`config.mk`:
```
export PLATFORM = sky130hd
export DESIGN_NAME = sram_arb_2x1
export DESIGN_NICKNAME = d
export VERILOG_FILES = /design/src/rtl/sram_arb_pkg.sv /design/src/rtl/arb_id_fifo.sv /design/src/rtl/sram_arb_2x1.sv
export SDC_FILE = /design/constraint.sdc
export NUM_CORES = 1
export LEC_CHECK = 0
export CORE_AREA = 8 8 114 116
export DETAILED_ROUTE_END_ITERATION = 10
export DIE_AREA = 0 0 122 124
export GPL_TIMING_DRIVEN = 0
export PLACE_DENSITY = 0.66
export SYNTH_ARGS = -nofsm -noshare
export SYNTH_HDL_FRONTEND = slang
export SYNTH_SLANG_ARGS = --single-unit
```
`constraint.sdc`:
```
create_clock -name clk -period 2.35 [get_ports clk]
set_input_delay 0.47 -clock clk [delete_from_list [all_inputs] [get_ports clk]]
set_output_delay 0.47 -clock clk [all_outputs]
set_load 0.05 [all_outputs]
```
`src/rtl/sram_arb_pkg.sv`:
```
// Shared types and constants for the 2-to-1 SRAM-like bus arbiter.
package sram_arb_pkg;

    typedef logic arb_id_t;

    localparam arb_id_t ARB_ID_INST     = 1'b0;
    localparam arb_id_t ARB_ID_DATA     = 1'b1;
    localparam int      ARB_OUTSTANDING = 4;

endpackage

```
`src/rtl/arb_id_fifo.sv`:
```
// Outstanding-transaction ID FIFO; pointers carry one extra wrap bit to tell full from empty.
module arb_id_fifo
    import sram_arb_pkg::*;
#(
    parameter int DEPTH = ARB_OUTSTANDING
) (
    input  logic clk,
    input  logic resetn,
    input  logic push,
    input  logic pop,
    input  logic din,
    output logic dout,
    output logic full,
    output logic empty
);

    localparam int AW = $clog2(DEPTH);

    arb_id_t        mem [DEPTH];
    logic [AW:0]    wr_ptr;
    logic [AW:0]    rd_ptr;
    logic           do_push;
    logic           do_pop;

    assign empty   = (wr_ptr == rd_ptr);
    assign full    = (wr_ptr[AW] != rd_ptr[AW]) && (wr_ptr[AW-1:0] == rd_ptr[AW-1:0]);
    assign do_pop  = pop & ~empty;
    // A push while full is accepted only when the head leaves in the same cycle.
    assign do_push = push & (~full | do_pop);
    assign dout    = mem[rd_ptr[AW-1:0]];

    always_ff @(posedge clk or negedge resetn) begin
        if (!resetn) begin
            wr_ptr <= '0;
            rd_ptr <= '0;
            for (int i = 0; i < DEPTH; i++) mem[i] <= ARB_ID_INST;
        end else begin
            if (do_push) begin
                mem[wr_ptr[AW-1:0]] <= din;
                wr_ptr              <= wr_ptr + {{AW{1'b0}}, 1'b1};
            end
            if (do_pop) rd_ptr <= rd_ptr + {{AW{1'b0}}, 1'b1};
        end
    end

endmodule

```
`src/rtl/sram_arb_2x1.sv`:
```
// Merges instruction (m0) and data (m1) initiators onto one SRAM-like responder.
// Define SRAM_ARB_RR_EN for round-robin arbitration; otherwise m1 has fixed priority.
module sram_arb_2x1
    import sram_arb_pkg::*;
#(
    parameter int OUTSTANDING = ARB_OUTSTANDING
) (
    input  logic        clk,
    input  logic        resetn,

    input  logic        m0_req,
    input  logic        m0_wr,
    input  logic [1:0]  m0_size,
    input  logic [31:0] m0_addr,
    input  logic [31:0] m0_wdata,
    output logic [31:0] m0_rdata,
    output logic        m0_addr_ok,
    output logic        m0_data_ok,

    input  logic        m1_req,
    input  logic        m1_wr,
    input  logic [1:0]  m1_size,
    input  logic [31:0] m1_addr,
    input  logic [31:0] m1_wdata,
    output logic [31:0] m1_rdata,
    output logic        m1_addr_ok,
    output logic        m1_data_ok,

    output logic        s_req,
    output logic        s_wr,
    output logic [1:0]  s_size,
    output logic [31:0] s_addr,
    output logic [31:0] s_wdata,
    input  logic [31:0] s_rdata,
    input  logic        s_addr_ok,
    input  logic        s_data_ok
);

    logic    lock_vld;
    arb_id_t lock_id;
    arb_id_t grant;
    logic    granted_req;
    logic    handshake;
    logic    fifo_full;
    logic    fifo_empty;
    logic    head_id;
    logic    resp_vld;

`ifdef SRAM_ARB_RR_EN
    arb_id_t rr_last;
`endif

    always_comb begin
        grant = ARB_ID_INST;
        if (lock_vld) begin
            grant = lock_id;
        end else if (m0_req && m1_req) begin
`ifdef SRAM_ARB_RR_EN
            grant = ~rr_last;
`else
            grant = ARB_ID_DATA;
`endif
        end else if (m1_req) begin
            grant = ARB_ID_DATA;
        end
    end

    assign granted_req = (grant == ARB_ID_DATA) ? m1_req : m0_req;
    assign s_req       = granted_req & ~fifo_full;
    assign s_wr        = (grant == ARB_ID_DATA) ? m1_wr    : m0_wr;
    assign s_size      = (grant == ARB_ID_DATA) ? m1_size  : m0_size;
    assign s_addr      = (grant == ARB_ID_DATA) ? m1_addr  : m0_addr;
    assign s_wdata     = (grant == ARB_ID_DATA) ? m1_wdata : m0_wdata;

    assign handshake   = s_req & s_addr_ok;
    assign m0_addr_ok  = handshake & (grant == ARB_ID_INST);
    assign m1_addr_ok  = handshake & (grant == ARB_ID_DATA);

    // Responses arriving with nothing outstanding are dropped here.
    assign resp_vld    = s_data_ok & ~fifo_empty;
    assign m0_data_ok  = resp_vld & (head_id == ARB_ID_INST);
    assign m1_data_ok  = resp_vld & (head_id == ARB_ID_DATA);
    assign m0_rdata    = s_rdata;
    assign m1_rdata    = s_rdata;

    always_ff @(posedge clk or negedge resetn) begin
        if (!resetn) begin
            lock_vld <= 1'b0;
            lock_id  <= ARB_ID_INST;
        end else if (handshake) begin
            lock_vld <= 1'b0;
        end else if (s_req && !s_addr_ok) begin
            lock_vld <= 1'b1;
            lock_id  <= grant;
        end
    end

`ifdef SRAM_ARB_RR_EN
    always_ff @(posedge clk or negedge resetn) begin
        if (!resetn)        rr_last <= ARB_ID_INST;
        else if (handshake) rr_last <= grant;
    end
`endif

    arb_id_fifo #(.DEPTH(OUTSTANDING)) u_id_fifo (
        .clk    (clk),
        .resetn (resetn),
        .push   (handshake),
        .pop    (resp_vld),
        .din    (grant),
        .dout   (head_id),
        .full   (fifo_full),
        .empty  (fifo_empty)
    );

`ifndef SYNTHESIS
    always @(posedge clk) begin
        if (resetn)
            assert (!(s_data_ok && fifo_empty))
            else $warning("sram_arb_2x1: s_data_ok with no outstanding transaction, response dropped");
    end
`endif

endmodule

```
==> summary.md, run 1 <==
| Metric | Value |
|---|---|
| Worst Path Arrival | `1.84 ns` |
| FP Rows | `39` |
| Initial antenna violation count | `0` |
| Syn Inst Count | `198` |
| Worst relative slew slack | `0.624` |
| Starting density of the core | `0.179` |
| CTS root buf | `clkbuf_16` |
| Area of the core | `0.0112 mm2` |
| Ant diodes | `0` |
| TritonCTS clock tree | `built` |
| Vias per Instance | `4.00` |
| Synth area leader | `mux2_2` |
| Pwr Density | `1080 mW/mm2` |
| Status | `finished, final reports clean` |
| Die area | `0.0151 mm2` |
| Flops & latches, synth | `12` |
| Seq/Total Area, Yosys | `0.150` |
| Slowest cell on crit path | `mux2_2` |
| Number of nets with antenna violations after routing | `0` |
| Hpwl dp | `10.6 mm` |
| Avg WL per Cell | `19.1 um` |
| Worst r2r src | `lock_vld` |
| Area Growth Syn to Fin | `154%` |
| Setup violators final | `0` |
| DRT Pass-1 Iters | `4` |
| CP cell instances | `dlygate4sd2_1 -> mux2i_4 -> buf_6 -> buf_8 -> mux2_2 -> buf_2` |
| FILL cells | `1065` |
| Total negative slack | `0 ns` |
| PortBufs | `275` |
| RSZ-0062 raised after global routing | `no` |
| Final #Nets | `665` |
| Largest net degree at the start of global routing | `13` |
| Remaining Overflow, GRT | `0` |
| Synth Warn # | `0` |
| Vias in the first global route | `2711` |
| Required time worst endpoint | `1.88 ns` |
| Worst path bufs/invs | `4` |
| FF+latch area | `302 um2` |
| Critical R2R Capture | `u_id_fifo.wr_ptr[2]` |
| WP depth | `6` |
| Synth cell types | `25` |
| CTS Sinks | `12` |
| Crit path to | `s_addr[28]` |
| H-tree depth | `1` |
| Worst-path fanout max | `10` |
| GRT Total Usage | `0.139` |
| Final Hold Vio Count | `0` |
| Die extent in x | `122 um` |
| Slowest cell delay on critical path | `0.34 ns` |
| Tmin final | `2.31 ns` |
| Area of the multi-input gates | `0.00115 mm2` |
| R2R depth | `9` |
| Top-area cell type share of the netlist area | `0.372` |
| Bufs on Longest Clock Path | `2` |
| Max rail drop VDD | `0.538 mV` |
| Syn Area/Cell | `10.1 um2` |
| Max-cap violations | `0` |
| Worst setup margin | `0.0399 ns` |
| Syn Nets | `375` |
| Setup CP Type | `in -> out` |
| Max-slew violations | `0` |
| Register-to-register setup slack | `0.54 ns` |
| Residual DRC | `0` |
| Final period util | `0.983` |
| Critical path endpoint category | `primary output` |
| Final instance count without filler cells | `630` |
| Max Fclk | `433 MHz` |
| Hold Crit Class | `reg -> reg` |
| Clock-pin slew on the worst setup and hold paths | `0.04 ns` |
| Static leakage | `2.23 nW` |
| DP Worst Slack | `-1.00 ns` |
| First-pass GRT wire length | `16.4 mm` |
| Clock latency on the worst-skew pair | `0.24 ns` |
| Top delay family on crit path | `buffers and inverters` |
| Clock Skew | `0.00262 ns` |
| CTS Buf Count | `3` |
| RePlAce Congestion | `0.802` |
| Pwr Total | `5.49 mW` |
| Mapped cell area | `0.00200 mm2` |
| Die height | `124 um` |
| Detailed Route Iter0 Violations | `31` |
| Tightest Pin Transition | `0.562 ns` |
| Setup crit start | `m1_req` |
| Drt total wl | `12.1 mm` |
| I/O pin count | `308` |
| Via count | `2517` |
| Synth area leaders | `mux2_2, buf_4, dfrtp_1` |
| Dpl cells | `616` |
| Critical path startpoint category | `primary input` |
| Layout cells sized above 1 | `0.483` |
per-stage QoR:
stage / hold slack, ns / util / cell area [um2]
6_report: 0.486 / 0.455 / 5080
2_1_floorplan: 0.174 / - / 2000
3_5_place_dp: 0.484 / 0.441 / 4930
4_1_cts: 0.493 / 0.449 / 5010
5_1_grt: 0.506 / 0.455 / 5080
3_3_place_gp: 0.482 / 0.441 / 4930
cell type report:
type,instances,area share
Timing Repair Buffer,285,0.537
Clock buffer,4,0.0175
Multi-Input combinational cell,106,0.227
Sequential cell,12,0.0593
Tap cell,143,0.0352
Inverter,7,0.00517
Buffer,73,0.119
report_power, final:
part	leakage [nW]	internal, mW	switching [mW]
Clock	0.0442	0.257	0.0905
Combinational	2.05	1.98	2.73
Sequential	0.135	0.317	0.121
Total	2.23	2.55	2.94
flip-flops by register name, summed over array words and instances (netlist names):
register          cells
u_id_fifo.mem         4
u_id_fifo.rd_ptr      3
u_id_fifo.wr_ptr      3
lock_id               1
lock_vld              1
cell usage after synthesis:
library cell  instances
dfrtp_1              12
buf_6                 1
buf_4                69
a31o_2                1
nor2b_1               1
and2_1                2
xor2_1                1
mux4_2                1
mux2_1                3
mux2_4                1
buf_2                 3
a2bb2oi_2             1
nand4_1               1
nor2_1                4
a31oi_1               5
a41oi_1               3
mux2_2               66
xnor2_1               4
mux2i_1               2
a21boi_1              1
and3_1                1
nand3b_4              1
ha_1                  5
xnor2_2               2
inv_1                 7
layer usage:
layer	wire, um	vias up	global-route usage
li1	-	1203	-
met1	4210	1138	0.148
met2	6250	169	0.252
met3	1530	7	0.0607
met4	65	0	0.0231
met5	0	-	0
cells in the final DEF (no fill, tap or decap), drive strengths merged:
| cell type | count |
|---|---|
| clkdlybuf4s50 | 201 |
| buf | 150 |
| mux2 | 70 |
| dfrtp | 12 |
| inv | 7 |
| xnor2 | 6 |
| clkbuf | 6 |
| a31oi | 5 |
| ha | 5 |
| nor2 | 4 |
| a41oi | 3 |
| clkdlybuf4s15 | 3 |
| and2 | 2 |
| dlygate4sd2 | 2 |
| mux2i | 2 |
| a21boi | 1 |
| a2bb2oi | 1 |
| nand3b | 1 |
| and3 | 1 |
| nor2b | 1 |
| mux4 | 1 |
| a31o | 1 |
| xor2 | 1 |
| nand4 | 1 |
cells by family (layout without fill, tap and decap cells):
family | after synthesis | after routing | share of synthesized area
compound gates | 11 | 11 | 0.0444
xor+xnor | 7 | 7 | 0.0382
fa+ha+maj | 5 | 5 | 0.0313
buf+inv | 80 | 369 | 0.285
flops | 12 | 12 | 0.150
mux | 73 | 73 | 0.417
simple gates | 10 | 10 | 0.0332
worst min-delay path by stage:
| stage | from | cells past startpoint | endpoint |
|---|---|---|---|
| after floorplan | resetn | 0 | lock_id |
| after global placement | u_id_fifo.rd_ptr[2] | 1 | u_id_fifo.rd_ptr[2] |
| after detailed placement | u_id_fifo.wr_ptr[2] | 1 | u_id_fifo.wr_ptr[2] |
| after CTS | u_id_fifo.wr_ptr[2] | 1 | u_id_fifo.wr_ptr[2] |
| after global routing | u_id_fifo.rd_ptr[2] | 1 | u_id_fifo.rd_ptr[2] |
| final | u_id_fifo.rd_ptr[2] | 1 | u_id_fifo.rd_ptr[2] |
repair_timing:
action	CTS	global route
endpoints found under the setup margin	72	23
hold buffers	0	0
gates resized for setup	432	14
setup buffers	6	1
pin swaps	2	1
gates cloned	2	1
Note: power is estimated with default switching activity, not from simulation.
==> inputs of run 2 (changes only) <==
--- a/config.mk
+++ b/config.mk
@@ -5,11 +5,12 @@
 export SDC_FILE = /design/constraint.sdc
 export NUM_CORES = 1
 export LEC_CHECK = 0
-export CORE_AREA = 8 8 114 116
+export CORE_AREA = 8 8 113 115
 export DETAILED_ROUTE_END_ITERATION = 10
-export DIE_AREA = 0 0 122 124
+export DIE_AREA = 0 0 121 123
 export GPL_TIMING_DRIVEN = 0
-export PLACE_DENSITY = 0.66
+export HOLD_SLACK_MARGIN = 0.12
+export PLACE_DENSITY = 0.7
 export SYNTH_ARGS = -nofsm -noshare
 export SYNTH_HDL_FRONTEND = slang
 export SYNTH_SLANG_ARGS = --single-unit
==> constraint.sdc (replaced) <==
create_clock -name clk -period 2 [get_ports clk]
set_input_delay 0.4 -clock clk [delete_from_list [all_inputs] [get_ports clk]]
set_output_delay 0.4 -clock clk [all_outputs]
set_load 0.05 [all_outputs]
==> summary.md, run 2 (synthesis results as in run 1) <==
| Metric | Value |
|---|---|
| Area of the core | `0.0111 mm2 (was 0.0112 mm2)` |
| Crit path to | `s_wdata[25] (was s_addr[28])` |
| Static leakage | `2.48 nW (was 2.23 nW)` |
| Area Growth Syn to Fin | `179% (was 154%)` |
| DRT Pass-1 Iters | `4 (unchanged)` |
| Hold Crit Class | `reg -> reg (unchanged)` |
| Initial antenna violation count | `0 (unchanged)` |
| CTS root buf | `clkbuf_16 (unchanged)` |
| Worst Path Arrival | `1.80 ns (was 1.84 ns)` |
| Final period util | `1.10` |
| CTS Buf Count | `3 (unchanged)` |
| RePlAce Congestion | `0.797 (was 0.802)` |
| Hpwl dp | `10.6 mm (about the same)` |
| Regs by FF count | `u_id_fifo.mem x4, u_id_fifo.rd_ptr x3, u_id_fifo.wr_ptr x3 (unchanged)` |
| Starting density of the core | `0.181 (was 0.179)` |
| Final #Nets | `668 (was 665)` |
| RSZ-0062 raised after global routing | `yes (was no)` |
| R2R depth | `6 (was 9)` |
| Failing checks | `setup timing` |
| Required time worst endpoint | `1.60 ns (was 1.88 ns)` |
| FF+latch area | `304 um2 (was 302 um2)` |
| GR met1 Demand/Resource | `0.145 (was 0.148)` |
| Tmin final | `2.20 ns` |
| Most common cell after layout, fill and taps aside | `clkdlybuf4s50_1 (unchanged)` |
| Worst r2r src | `lock_vld (unchanged)` |
| Clock-pin slew on the worst setup and hold paths | `0.04 ns (about the same)` |
| Setup violators final | `69 (was 0)` |
| Max rail drop VDD | `0.641 mV (was 0.538 mV)` |
| Setup CP Type | `reg -> out (was in -> out)` |
| H-tree depth | `1 (unchanged)` |
| Critical path startpoint category | `flip-flop (was primary input)` |
| Clock latency on the worst-skew pair | `0.24 ns (about the same)` |
| FILL cells | `986 (was 1065)` |
| Clock Skew | `0.00210 ns (was 0.00262 ns)` |
| Hold_ws | `0.485 ns (was 0.486 ns)` |
| Pwr Density | `1310 mW/mm2 (was 1080 mW/mm2)` |
| Max-cap violations | `0 (unchanged)` |
| Max Fclk | `455 MHz` |
| TritonCTS clock tree | `built (unchanged)` |
| Ant diodes | `0 (unchanged)` |
| Final core occ | `0.504 (was 0.455)` |
| Critical path endpoint category | `primary output (unchanged)` |
| Setup crit start | `lock_vld (was m1_req)` |
| Status | `complete, but fails checks (was finished, final reports clean)` |
| Vias in the first global route | `2851 (was 2711)` |
| DP Area | `0.00494 mm2 (was 0.00493 mm2)` |
| PortBufs | `275 (unchanged)` |
| Bufs on Longest Clock Path | `2 (unchanged)` |
| Max-slew violations | `0 (unchanged)` |
| Avg WL per Cell | `19.6 um (was 19.1 um)` |
| Remaining Overflow, GRT | `0 (unchanged)` |
| Commonest cells after routing, fill and taps aside | `clkdlybuf4s50_1, buf_4, buf_6, mux2_2, buf_8 (was clkdlybuf4s50_1, buf_4, mux2_2, buf_2, buf_6)` |
| Number of nets with antenna violations after routing | `0 (unchanged)` |
| GRT Total Usage | `0.144 (was 0.139)` |
| Worst relative slew slack | `0.629 (was 0.624)` |
| Largest net degree at the start of global routing | `13 (unchanged)` |
| Critical R2R Capture | `u_id_fifo.wr_ptr[1] (was u_id_fifo.wr_ptr[2])` |
| Via count | `2561 (was 2517)` |
| Detailed Route Iter0 Violations | `53 (was 31)` |
| Worst-path fanout max | `9 (was 10)` |
| Die extent in x | `121 um (was 122 um)` |
| Tightest Pin Transition | `0.555 ns (was 0.562 ns)` |
| Met2 Use GR | `0.263 (was 0.252)` |
| Pwr Total | `7.29 mW (was 5.49 mW)` |
| Worst setup margin | `-0.198 ns (was 0.0399 ns)` |
| Vias per Instance | `4.05 (was 4.00)` |
| Area of the multi-input gates | `0.00127 mm2 (was 0.00115 mm2)` |
| Register-to-register setup slack | `0.26 ns (was 0.54 ns)` |
| FP Rows | `39 (unchanged)` |
| Final Hold Vio Count | `0 (unchanged)` |
| DP Worst Slack | `-1.10 ns (was -1.00 ns)` |
| Residual DRC | `0 (unchanged)` |
| Fin area | `0.00558 mm2 (was 0.00508 mm2)` |
| I/O pin count | `308 (unchanged)` |
| Max FFs per register | `4 (unchanged)` |
| Die height | `123 um (was 124 um)` |
| Die area | `0.0149 mm2 (was 0.0151 mm2)` |
| Drt total wl | `12.4 mm (was 12.1 mm)` |
| Layout cells sized above 1 | `0.503 (was 0.483)` |
| First-pass GRT wire length | `16.6 mm (was 16.4 mm)` |
| Met3 Resource Use GR | `0.0680 (was 0.0607)` |
| Global routing's busiest layer | `met2 (unchanged)` |
| CTS Sinks | `12 (unchanged)` |
| Biggest register | `u_id_fifo.mem (unchanged)` |
[run 2: layout make-up]
cell class | instances | area share
well taps | 143 | 0.0321
repair buffers | 291 | 0.565
multi-input cells | 106 | 0.227
flip-flops and latches | 12 | 0.0545
clock buffers | 3 | 0.0135
inverters | 7 | 0.00471
plain buffers | 70 | 0.103
[run 2: what timing repair did]
| item | in CTS | in global routing |
|---|---|---|
| gates cloned | 2 | 4 |
| hold buffers | 0 | 0 |
| resized for setup | 559 | 38 |
| endpoints found under the setup margin | 72 | 71 |
| pin swaps | 3 | 4 |
| buffers inserted | 10 | 3 |
| hold endpoints to repair | 0 | 0 |
[run 2: through the flow]
stage / instances / setup TNS (ns)
final: 632 / -9.87
after global routing: 632 / -14.11
after CTS: 631 / -9.67
after detailed placement: 616 / -69.81
after global placement: 616 / -70.95
after floorplan: 198 / 0
[run 2: per-layer routing]
layer | part of all wire | wire [um]
met1 | 0.34 | 4230
met2 | 0.52 | 6460
met3 | 0.12 | 1530
met4 | 0.015 | 189
met5 | 0 | 0
[run 2: power by group]
group | internal (mW) | total [mW] | leakage [nW] | switching [mW]
clock network | 0.260 | 0.362 | 0.0370 | 0.102
logic | 3.01 | 6.40 | 2.31 | 3.39
registers | 0.377 | 0.527 | 0.133 | 0.150
total | 3.65 | 7.29 | 2.48 | 3.64
[run 2: worst min path at each step]
| stage | from | end | slack (ns) | depth (start not counted) |
|---|---|---|---|---|
| global route | u_id_fifo.wr_ptr[2] | u_id_fifo.wr_ptr[2] | 0.51 | 1 |
| finish | u_id_fifo.rd_ptr[2] | u_id_fifo.rd_ptr[2] | 0.48 | 1 |
| global placement | u_id_fifo.rd_ptr[2] | u_id_fifo.rd_ptr[2] | 0.48 | 1 |
| floorplan | resetn | lock_id | 0.10 | 0 |
| CTS | u_id_fifo.rd_ptr[2] | u_id_fifo.rd_ptr[2] | 0.49 | 1 |
| detailed placement | u_id_fifo.rd_ptr[2] | u_id_fifo.rd_ptr[2] | 0.48 | 1 |
[run 2: worst max-delay path, stage by stage, from the launching register on]
cell	delay, ns
dfrtp_2	0.40
mux2i_4	0.31
buf_12	0.19
clkbuf_16	0.15
mux2_2	0.34
buf_6	0.16
==> inputs of run 3 (changes only) <==
--- a/config.mk
+++ b/config.mk
@@ -5,7 +5,9 @@
 export SDC_FILE = /design/constraint.sdc
 export NUM_CORES = 1
 export LEC_CHECK = 0
+export ABC_CLOCK_PERIOD_IN_PS = 2000
 export CORE_AREA = 8 8 113 115
+export CTS_BUF_LIST = sky130_fd_sc_hd__clkbuf_16
 export DETAILED_ROUTE_END_ITERATION = 10
 export DIE_AREA = 0 0 121 123
 export GPL_TIMING_DRIVEN = 0
==> results of run 3 <==
Same layout as run 2: the final DEF is identical, and so are final timing and power.
